<file path="src/rtl/branch_resolver_pkg.sv">
// Shared definitions for the branch resolver: datapath width, condition codes,
// flag bit positions inside the {Z,C,V,S,Nf} vector, FSM states and a
// saturating counter helper.
package branch_resolver_pkg;

  localparam int N      = 16;
  localparam int NFLAGS = 5;

  localparam logic [2:0] COND_EQ     = 3'd0;
  localparam logic [2:0] COND_NE     = 3'd1;
  localparam logic [2:0] COND_LT     = 3'd2;
  localparam logic [2:0] COND_GE     = 3'd3;
  localparam logic [2:0] COND_LTU    = 3'd4;
  localparam logic [2:0] COND_GEU    = 3'd5;
  localparam logic [2:0] COND_ALWAYS = 3'd6;
  localparam logic [2:0] COND_NEVER  = 3'd7;

  localparam int FLAG_Z = 4;
  localparam int FLAG_C = 3;
  localparam int FLAG_V = 2;
  localparam int FLAG_S = 1;
  localparam int FLAG_N = 0;

  typedef enum logic {
    ST_IDLE     = 1'b0,
    ST_REDIRECT = 1'b1
  } state_e;

  // Increment that sticks at all-ones instead of wrapping.
  function automatic logic [N-1:0] sat_inc(input logic [N-1:0] v);
    return (v == {N{1'b1}}) ? v : v + {{(N-1){1'b0}}, 1'b1};
  endfunction

endpackage

</file>
<file path="src/rtl/branch_resolver_cond_eval.sv">
// Combinational branch-condition evaluator. C uses the subtract convention
// (C=1 means no borrow), so unsigned-less-than is !C. S is the true sign of
// the result, so signed compares need no V correction here.
module cond_eval
  import branch_resolver_pkg::*;
(
  input  logic [NFLAGS-1:0] flags_i,
  input  logic [2:0]        cond_i,
  output logic              taken_o
);

  // Select the flag term named by the condition code.
  always_comb begin
    taken_o = 1'b0;
    case (cond_i)
      COND_EQ:     taken_o =  flags_i[FLAG_Z];
      COND_NE:     taken_o = ~flags_i[FLAG_Z];
      COND_LT:     taken_o =  flags_i[FLAG_S];
      COND_GE:     taken_o = ~flags_i[FLAG_S];
      COND_LTU:    taken_o = ~flags_i[FLAG_C];
      COND_GEU:    taken_o =  flags_i[FLAG_C];
      COND_ALWAYS: taken_o = 1'b1;
      COND_NEVER:  taken_o = 1'b0;
      default:     taken_o = 1'b0;
    endcase
  end

endmodule

</file>
<file path="src/rtl/branch_resolver.sv">
// Branch resolver: captures EX-stage ALU flags, evaluates branch conditions
// with same-cycle flag bypass, and issues a held PC redirect to fetch.
// Optional feature macro BRANCH_RESOLVER_STATS_EN adds saturating counters
// stat_resolved / stat_taken.
module branch_resolver
  import branch_resolver_pkg::*;
(
  input  logic              clk,
  input  logic              rst,
  input  logic              flag_we,
  input  logic [N-1:0]      alu_s,
  input  logic              alu_cout,
  input  logic              alu_ovf,
  input  logic              alu_sign,
  input  logic              alu_negative,
  input  logic              br_valid,
  input  logic [2:0]        br_cond,
  input  logic [N-1:0]      br_target,
  output logic              br_ready,
  input  logic              flush,
  output logic [NFLAGS-1:0] flags,
  output logic              resolve_valid,
  output logic              resolve_taken,
  output logic              redirect_valid,
  output logic [N-1:0]      redirect_pc,
  input  logic              redirect_ready
`ifdef BRANCH_RESOLVER_STATS_EN
  ,
  output logic [N-1:0]      stat_resolved,
  output logic [N-1:0]      stat_taken
`endif
);

  state_e            state_q;
  logic              br_ready_q;
  logic              resolve_valid_q;
  logic              resolve_taken_q;
  logic              redirect_valid_q;
  logic [N-1:0]      redirect_pc_q;
  logic [NFLAGS-1:0] flags_q;

  logic [NFLAGS-1:0] alu_flags;
  logic [NFLAGS-1:0] eff_flags;
  logic              taken;
  logic              accept;

  assign alu_flags = {(alu_s == '0), alu_cout, alu_ovf, alu_sign, alu_negative};
  assign eff_flags = flag_we ? alu_flags : flags_q;
  // A flushed request is treated as if it never arrived.
  assign accept    = br_valid & br_ready_q & ~flush;

  cond_eval u_cond_eval (
    .flags_i (eff_flags),
    .cond_i  (br_cond),
    .taken_o (taken)
  );

  // Flag register: written whenever the ALU result is valid, untouched by flush.
  always_ff @(posedge clk) begin
    if (rst) begin
      flags_q <= '0;
    end else if (flag_we) begin
      flags_q <= alu_flags;
    end
  end

  // Control FSM with registered handshake and resolve outputs.
  always_ff @(posedge clk) begin
    if (rst) begin
      state_q          <= ST_IDLE;
      br_ready_q       <= 1'b1;
      resolve_valid_q  <= 1'b0;
      resolve_taken_q  <= 1'b0;
      redirect_valid_q <= 1'b0;
    end else begin
      resolve_valid_q <= accept;
      resolve_taken_q <= accept & taken;
      case (state_q)
        ST_IDLE: begin
          if (accept && taken) begin
            state_q          <= ST_REDIRECT;
            br_ready_q       <= 1'b0;
            redirect_valid_q <= 1'b1;
          end
        end
        ST_REDIRECT: begin
          if (flush || redirect_ready) begin
            state_q          <= ST_IDLE;
            br_ready_q       <= 1'b1;
            redirect_valid_q <= 1'b0;
          end
        end
        default: begin
          state_q          <= ST_IDLE;
          br_ready_q       <= 1'b1;
          redirect_valid_q <= 1'b0;
        end
      endcase
    end
  end

  // Redirect target: loaded only by a taken accept, so it holds while waiting.
  always_ff @(posedge clk) begin
    if (rst) begin
      redirect_pc_q <= '0;
    end else if (accept && taken) begin
      redirect_pc_q <= br_target;
    end
  end

  assign br_ready       = br_ready_q;
  assign flags          = flags_q;
  assign resolve_valid  = resolve_valid_q;
  assign resolve_taken  = resolve_taken_q;
  assign redirect_valid = redirect_valid_q;
  assign redirect_pc    = redirect_pc_q;

`ifdef BRANCH_RESOLVER_STATS_EN
  logic [N-1:0] stat_resolved_q;
  logic [N-1:0] stat_taken_q;

  // Counters advance on the accept edge, matching the resolve pulse one cycle later.
  always_ff @(posedge clk) begin
    if (rst) begin
      stat_resolved_q <= '0;
      stat_taken_q    <= '0;
    end else if (accept) begin
      stat_resolved_q <= sat_inc(stat_resolved_q);
      if (taken) begin
        stat_taken_q <= sat_inc(stat_taken_q);
      end
    end
  end

  assign stat_resolved = stat_resolved_q;
  assign stat_taken    = stat_taken_q;
`endif

endmodule

</file>
<file path="config.mk">
export PLATFORM = sky130hd
export DESIGN_NAME = branch_resolver
export DESIGN_NICKNAME = d
export VERILOG_FILES = /design/src/rtl/branch_resolver_pkg.sv /design/src/rtl/branch_resolver_cond_eval.sv /design/src/rtl/branch_resolver.sv
export SDC_FILE = /design/constraint.sdc
export NUM_CORES = 1
export LEC_CHECK = 0
export BUFFER_PORTS_ARGS = -buffer_cell sky130_fd_sc_hd__clkbuf_2
export CAP_MARGIN = 20
export CORE_MARGIN = 8
export CORE_UTILIZATION = 45
export DETAILED_ROUTE_END_ITERATION = 10
export GPL_ROUTABILITY_DRIVEN = 1
export PLACE_DENSITY = 0.89
export SYNTH_ARGS = -nofsm -noshare
export SYNTH_HDL_FRONTEND = slang
export SYNTH_SLANG_ARGS = --single-unit
</file>
<file path="constraint.sdc">
create_clock -name clk -period 6.75 [get_ports clk]
set_clock_uncertainty 0.2 [all_clocks]
set_input_delay 1.35 -clock clk [delete_from_list [all_inputs] [get_ports clk]]
set_output_delay 1.35 -clock clk [all_outputs]
set_load 0.02 [all_outputs]
</file>
==> results of run 1 <==
==> kinds of logic after synthesis <==
logic type / after synthesis / share of synthesized area [%]
multiplexers: 4 / 3.86
AND/OR/NAND/NOR: 43 / 22.5
AO/OA/AOI/OAI: 41 / 21.7
flip-flops: 26 / 45.9
buffers and inverters: 10 / 6.06
==> worst max-delay path: stages <==
cell,delay (ps)
clkbuf_2,80
nor4_1,270
nand3b_1,150
o21a_2,260
nor4_4,540
o21ai_0,260
a21boi_0,170
==> stage by stage <==
step / instances / cell area, um^2
3_3_place_gp: 214 / 1450
3_5_place_dp: 214 / 1450
2_1_floorplan: 124 / 1130
4_1_cts: 217 / 1480
6_report: 217 / 1480
5_1_grt: 217 / 1480
==> layer usage <==
metal,share of wire [%],vias to the layer above
met5,0,-
met3,9.1,2
met1,40,504
met4,0.88,0
li1,-,572
met2,50,41
==> cells in the mapped netlist, types with 2 or more instances <==
master | instances | area (um^2)
nand3b_1 | 2 | 15.0
clkbuf_1 | 3 | 11.3
o21ai_0 | 18 | 90.1
mux2i_1 | 3 | 30.0
nand2_1 | 3 | 11.3
buf_6 | 2 | 22.5
nor4_2 | 2 | 25.0
nor2_1 | 11 | 41.3
a21oi_1 | 16 | 80.1
nand3_1 | 16 | 80.1
nor3_1 | 2 | 10.0
dfxtp_1 | 26 | 521
==> area by class of cell <==
type / count / area (um^2)
multi-input combinational: 88 / 546
inverter: 1 / 3.75
clock buffer: 3 / 22.5
sequential: 26 / 520
fill: 221 / 957
timing repair buffer: 69 / 345
tap: 30 / 37.5
==> power by group through the flow <==
| stage | Sequential, W | Clock (W) | Combinational, W |
|---|---|---|---|
| 6_report | 0.000164 | 0.0000607 | 0.0000534 |
| 5_1_grt | 0.000165 | 0.0000679 | 0.0000587 |
| 4_1_cts | 0.000164 | 0.0000649 | 0.0000537 |
| 3_5_place_dp | 0.000168 | 0 | 0.0000536 |
| 3_3_place_gp | 0.000168 | 0 | 0.0000530 |
| 2_1_floorplan | 0.000176 | 0 | 0.0000230 |
==> state kept, by name (all words and copies together) (netlist names) <==
signal	cells
br_ready	1
flags	5
redirect_valid	1
redirect_pc	16
resolve_taken	1
state_q	1
resolve_valid	1
==> path summary, 6_finish.rpt <==
| kind | from | endpoint | slack, ps |
|---|---|---|---|
| setup / recovery | alu_s[3] | br_ready | 3660 |
| hold / removal | redirect_pc[8] | redirect_pc[8] | 280 |
| setup reg to reg | br_ready | br_ready | 4580 |
| hold reg to reg | redirect_pc[8] | redirect_pc[8] | 280 |
==> flow_summary.toml, run 1 <==
[finish]
syn_to_final_growth_pct = 30.0
post-route-util_pct = 60.6
nets = 234
layout_common_cells = "clkbuf_2 (69), dfxtp_1 (26), o21ai_0 (18), nand3_1 (16), a21oi_1 (16)"
drive_gt1_share_pct = 45.5
layout_commonest_cell = "clkbuf_2"
diodes = 0

[synth]
syn_nets = 169
synthFlopType = "dfxtp_1"
synthCells = 124
synth-async-reset-ratio_pct = 0
ys_seq_area_share_pct = 45.9
ys_warn_count = 0
synth-edff-count = 0
yosysUniqueCellTypes = 32
avgSynthCellArea_um2 = 9.15
syn_area_um2 = 1130
ys_ff_latch = 26

[grt]
track_usage_pct = 13.0
grt_max_degree = 28
antenna_found_initial = 0
overflow = 0
gr-usage-met3_pct = 2.37
grt_util_met2_pct = 23.9
busiest_layer = "met2"
grt_pass1_wl_um = 4690
met1_usage_pct = 14.1
grt_pass1_vias = 1060

[power]
pwr-share-clk_pct = 21.8
combPwrFrac_pct = 19.2
leakagePower_nw = 0.672
switching_share_pct = 26.7
power_density_nw_per_um2 = 189
p_int_w = 0.000204
power.switching_w = 0.0000744
seqPwrFrac_pct = 59.0
power.total_w = 0.000278
vdd_drop_max_mv = 0.101

[clock_tree]
clockBufferDepth = 2
clkLatencyLatePin_ps = 300
hold_buffers = 0
htreeDepth = 1
cts_tree = "yes"
cts_resized = 0
cts_root_buffer = "clkbuf_4"
numCtsBuffers = 3
clock_sinks = 26
postCtsSetupBuffers = 0
clkTransAtPathRegs_ps = 120

[sta]
fmax_ghz = 0.324
hold_viol = 0
drv_slew = 0
setup_viol = 0
period_share_pct = 45.8
worst_slew_pin_slew_ps = 791
fin_crit_ps = 3090
finalSetupTns_ps = 0
rsz0062_at_grt = "false"
hold_slack_ps = 275
setup_ws_ps = 3660
relSlewSlack_pct = 47.1

[floorplan]
die_w_um = 66.2
placementRows = 18
dieArea_um2 = 4390
core_um2 = 2430
die_h_um = 66.2
ioPinCount = 70
start_util_pct = 46.7

[status]
status = "finished clean"

[critical_path]
reg2reg_depth = 5
cp-end-kind = "register"
path_class = "input port to register"
cp.arrival_ps = 3080
crit_required_ps = 6740
cp_max_fo = 17
start_kind = "input port"

[place]
dp_hpwl_um = 2420
pre_cts_slack_ps = 3330
gp_congestion = 0.776
port_buffers = 69

[min_path]
whs_path_depth = 2
hp-class = "register to register"

[detailed_routing]
dr.pass1.iters = 4
drc = 0
routed_wl_um = 3070
vias = 1119
drt_iter0_markers = 41
ant_nets = 0
wl_per_cell_um = 14.1
vias_per_cell = 5.16

[job]
maxCapViolCount = 0
(Power assumes the default switching activity.)
==> inputs of run 2 (changes only) <==
- CORE_UTILIZATION: 45 -> 38
- PLACE_DENSITY: 0.89 -> 0.81
- clock period: 6.75 -> 2.68 ns (I/O delays scaled with it)
==> run 2 against run 1 <==
Compared with the run above:
- setup slack got worse by 3000 ps
- non-clock buffer count grew 3
- first-iteration DRC count shrank 41%
- design area grew 3.8%
- count of clock-buffer cells in the layout did not move
- largest cell class unchanged
- highest routed layer unchanged
==> flow_summary.toml, run 2 (synthesized netlist as in run 1, its figures left out) <==
[critical_path]
start_kind = "input port"
crit_path_cell_trace = "clkbuf_2 -> nor4_1 -> nand3b_1 -> o21a_2 -> or4_4 -> nand3_1 -> a21oi_1"
cp_num_buf_inv = 1
cp.arrival_ps = 2050
crit_required_ps = 2690
critPathTopFamily = "simple AND/OR/NAND/NOR gates"
slowest_delay_ps = 550
path_class = "input port to register"
cp-end-kind = "register"
cpMaxStageDelayCell = "or4_4"
cp_max_fo = 17

[power]
power_density_nw_per_um2 = 536
vdd_drop_max_mv = 0.293
leakagePower_nw = 0.701

[min_path]
hp-class = "input port to register"

[detailed_routing]
dr.pass1.iters = 5
routed_wl_um = 3310
wl_per_cell_um = 14.8
ant_nets = 0
drc = 0
vias_per_cell = 5.29
drt_iter0_markers = 24
vias = 1184

[finish]
layout_commonest_cell = "clkbuf_2"
multiInputGateArea_um2 = 546
register_area_um2 = 520
syn_to_final_growth_pct = 35.0
layout_common_cells = "clkbuf_2 (69), dfxtp_1 (26), o21ai_0 (18), nand3_1 (16), a21oi_1 (16)"
nets = 237
filler_cell_count = 291
diodes = 0
largest_register_ffs = 16
final_cells = 224
drive_gt1_share_pct = 46.6

[sta]
finalSetupTns_ps = 0
setup_viol = 0
relSlewSlack_pct = 64.0
fin_crit_ps = 2050
period_share_pct = 76.4
fmax_ghz = 0.489
drv_slew = 0
worst_slew_pin_slew_ps = 540
hold_viol = 0
rsz0062_at_grt = "false"

[grt]
overflow = 0
grt_pass1_vias = 1134
busiest_layer = "met2"
met1_usage_pct = 13.9
grt_util_met2_pct = 23.3
track_usage_pct = 13.0
gr-usage-met3_pct = 4.66
antenna_found_initial = 0
grt_pass1_wl_um = 5360
grt_max_degree = 28

[floorplan]
die_w_um = 70.7
core_um2 = 2950
die_h_um = 70.7
placementRows = 20
ioPinCount = 70
dieArea_um2 = 4990
start_util_pct = 38.4

[clock_tree]
clkLatencyLatePin_ps = 320
clockBufferDepth = 2
clock_sinks = 26
hold_buffers = 0
cts_resized = 0
cts_root_buffer = "clkbuf_4"
htreeDepth = 1
cts_tree = "yes"
postCtsSetupBuffers = 0
numCtsBuffers = 3
clkTransAtPathRegs_ps = 140

[place]
placed_cells = 220
port_buffers = 69
dp_hpwl_um = 2590
gp_congestion = 0.753

[status]
status = "finished clean"

[job]
maxCapViolCount = 0
## run 2: layer usage
metal,up-vias,routed length [um],part of all wire [%]
met5,-,0,0
met4,0,27,0.82
met3,2,215,6.5
met2,42,1720,52
met1,554,1340,41
li1,586,-,-
## run 2: final timing paths
check,from,slack [ps],to,depth (start not counted)
setup / recovery,alu_s[3],630,redirect_pc[9],7
hold / removal,redirect_ready,190,state_q,2
setup reg to reg,br_ready,720,redirect_pc[9],5
hold reg to reg,redirect_pc[13],280,redirect_pc[13],2
## run 2: layout make-up
cell class                      count  share of cell area [%]
Clock inverter                      1                    1.96
Clock buffer                        3                    1.47
Timing Repair Buffer               72                    24.0
Multi-Input combinational cell     88                    35.6
Inverter                            1                   0.245
Tap cell                           33                    2.70
Sequential cell                    26                    34.0
## run 2: per-stage QoR
| stage | instance area [um^2] | power (W) | setup WS (ps) | util (%) | hold slack (ps) |
|---|---|---|---|---|---|
| 6_report | 1530 | 0.000820 | 633 | 51.9 | 193 |
| 5_1_grt | 1530 | 0.000860 | 489 | 51.9 | 175 |
| 4_1_cts | 1530 | 0.000830 | 632 | 51.9 | 175 |
| 3_5_place_dp | 1480 | 0.000561 | 275 | 50.1 | 262 |
| 3_3_place_gp | 1480 | 0.000559 | 304 | 50.1 | 254 |
| 2_1_floorplan | 1130 | 0.000501 | 398 | - | 250 |
## run 2: worst register-to-register path, stage by stage (launching register included)
cell	delay [ps]
dfxtp_1	370
nand2_1	80
or2_2	330
or4_4	660
nand3_1	140
a21oi_1	70
## run 2: power breakdown
part           internal, W  total [W]  switching, W
sequential        0.000405   0.000414    0.00000964
combinational    0.0000588   0.000137     0.0000784
clock             0.000151   0.000269      0.000117
==> inputs of run 3 (changes only) <==
- clock period: 2.68 -> 1.68 ns (I/O delays scaled with it)
==> run 3 against run 2 <==
Compared with the run above:
- the run now ends with setup timing left
- die area is the same
- count of clock-buffer cells in the layout is the same
- register-to-register slack lost 830 ps
- sequential power grew 60%
- wire length grew 12%
- critical path depth is the same
- critical path type unchanged
- largest cell class unchanged
==> flow_summary.toml, run 3 (synthesized netlist as in run 1, its figures left out) <==
[detailed_routing]
dr.pass1.iters = 4
ant_nets = 0
routed_wl_um = 3710
drc = 0
vias_per_cell = 5.21
vias = 1272
wl_per_cell_um = 15.2
drt_iter0_markers = 118

[floorplan]
dieArea_um2 = 4990
die_h_um = 70.7
placementRows = 20
start_util_pct = 38.4
core_um2 = 2950
ioPinCount = 70
die_w_um = 70.7

[finish]
layout_commonest_cell = "clkbuf_2"
syn_to_final_growth_pct = 58.8
fin_area_um2 = 1800
nets = 257
diodes = 0
largest_register_ffs = 16
layout_common_cells = "clkbuf_2 (69), dfxtp_1 (23), a21oi_1 (16), nand3_1 (14), buf_4 (14)"
drive_gt1_share_pct = 56.9

[min_path]
whs_path_depth = 3
whs_endpoint = "redirect_pc[7]"
worst_hold_startpoint = "br_target[7]"
hp-class = "input port to register"

[grt]
overflow = 0
grt_pass1_wl_um = 6060
antenna_found_initial = 0
grt_pass1_vias = 1340
grt_max_degree = 18
track_usage_pct = 14.7

[place]
dp_hpwl_um = 2730
place_area_um2 = 1640
port_buffers = 69
gp_congestion = 0.761

[clock_tree]
postCtsSetupBuffers = 0
clkLatencyLatePin_ps = 320
numCtsBuffers = 3
cts_tree = "yes"
clockBufferDepth = 2
cts_root_buffer = "clkbuf_4"
htreeDepth = 1
clock_sinks = 26
clkTransAtPathRegs_ps = 140

[critical_path]
r2r-start = "flags[1]"
cp.arrival_ps = 1830
start_kind = "input port"
slowest_delay_ps = 560
crit_path_frequent_cell = "nand3_1"
cp_max_fo = 5
r2r-end = "redirect_pc[0]"
reg2reg_depth = 8
cp-end-kind = "register"
cpMaxStageDelayCell = "or4_4"
crit_path_cell_trace = "clkbuf_2 -> nor4_2 -> nand3_1 -> o21a_4 -> or4_4 -> nand3_1 -> a21oi_1"
crit_required_ps = 1700
rrSetupSlack_ps = -110
path_class = "input port to register"

[sta]
setup_ws_ps = -136
fmax_ghz = 0.551
rsz0062_at_grt = "true"
worst_slew_pin_slew_ps = 309
finalSetupTns_ps = -1860
hold_viol = 0
drv_slew = 0
setup_viol = 20
relSlewSlack_pct = 79.4
period_share_pct = 108
fin_crit_ps = 1820

[power]
power_density_nw_per_um2 = 767
pwr-share-clk_pct = 30.9
vdd_drop_max_mv = 0.639
switching_share_pct = 25.7
p_int_w = 0.00103
leakagePower_nw = 0.806
power.switching_w = 0.000355
combPwrFrac_pct = 21.1
seqPwrFrac_pct = 48.0

[job]
maxCapViolCount = 0

[status]
failed_checks = "setup timing"
status = "finished with violations"
run 3: metal layers:
metal | wire (um) | share of wire, % | global-route usage (%) | up-vias
li1 | - | - | - | 627
met1 | 1440 | 39 | 14.7 | 600
met2 | 1960 | 53 | 26.9 | 41
met3 | 264 | 7.1 | 5.51 | 4
met4 | 51 | 1.4 | 5.77 | 0
met5 | 0 | 0 | 0 | -
run 3: metrics by stage:
step | setup WS [ps] | total power [W] | utilization, % | instances | hold WS, ps
6_report | -136 | 0.00138 | 61.0 | 244 | 36.8
5_1_grt | -221 | 0.00145 | 61.0 | 244 | 25.4
4_1_cts | -136 | 0.00138 | 59.1 | 244 | 25.3
3_5_place_dp | -490 | 0.000936 | 55.5 | 237 | 260
3_3_place_gp | -453 | 0.000929 | 55.5 | 237 | 256
2_1_floorplan | -392 | 0.000802 | - | 124 | 238
run 3: power groups by stage:
stage / sequential, W / combinational [W] / clock, W
final: 0.000663 / 0.000291 / 0.000428
after global routing: 0.000667 / 0.000315 / 0.000468
after CTS: 0.000661 / 0.000279 / 0.000443
after detailed placement: 0.000674 / 0.000261 / 0
after global placement: 0.000674 / 0.000255 / 0
after floorplan: 0.000708 / 0.0000944 / 0
run 3: critical path: cells and delay by family:
| family | cells | cell delay, ps |
|---|---|---|
| AO/OA/AOI/OAI | 2 | 330 |
| buffers and inverters | 1 | 90 |
| AND/OR/NAND/NOR | 4 | 1080 |
run 3: repair_timing:
item,CTS,global route
endpoints found under the hold margin,1,0
resized for setup,13,16
pin swaps,4,3
hold buffers,1,0
cloned,2,0
endpoints found under the setup margin,20,20
run 3: how the worst max path moves through the flow:
stage                     startpoint  slack, ps  depth (start not counted)         endpoint
after floorplan             alu_s[3]       -390                          8  redirect_pc[10]
final                       alu_s[7]       -140                          7   redirect_pc[0]
after global placement       flag_we       -450                          7         br_ready
after detailed placement     flag_we       -490                          7         br_ready
after CTS                   flags[1]       -140                          8         br_ready
after global routing        flags[1]       -220                          6   redirect_pc[3]
run 3: layout make-up:
| class | instances | area [um^2] |
|---|---|---|
| clock buffers | 3 | 22.5 |
| clock inverters | 1 | 30.0 |
| fillers | 266 | 1150 |
| inverters | 1 | 3.75 |
| multi-input cells | 90 | 643 |
| flip-flops and latches | 26 | 524 |
| well taps | 33 | 41.3 |
| repair buffers | 90 | 537 |
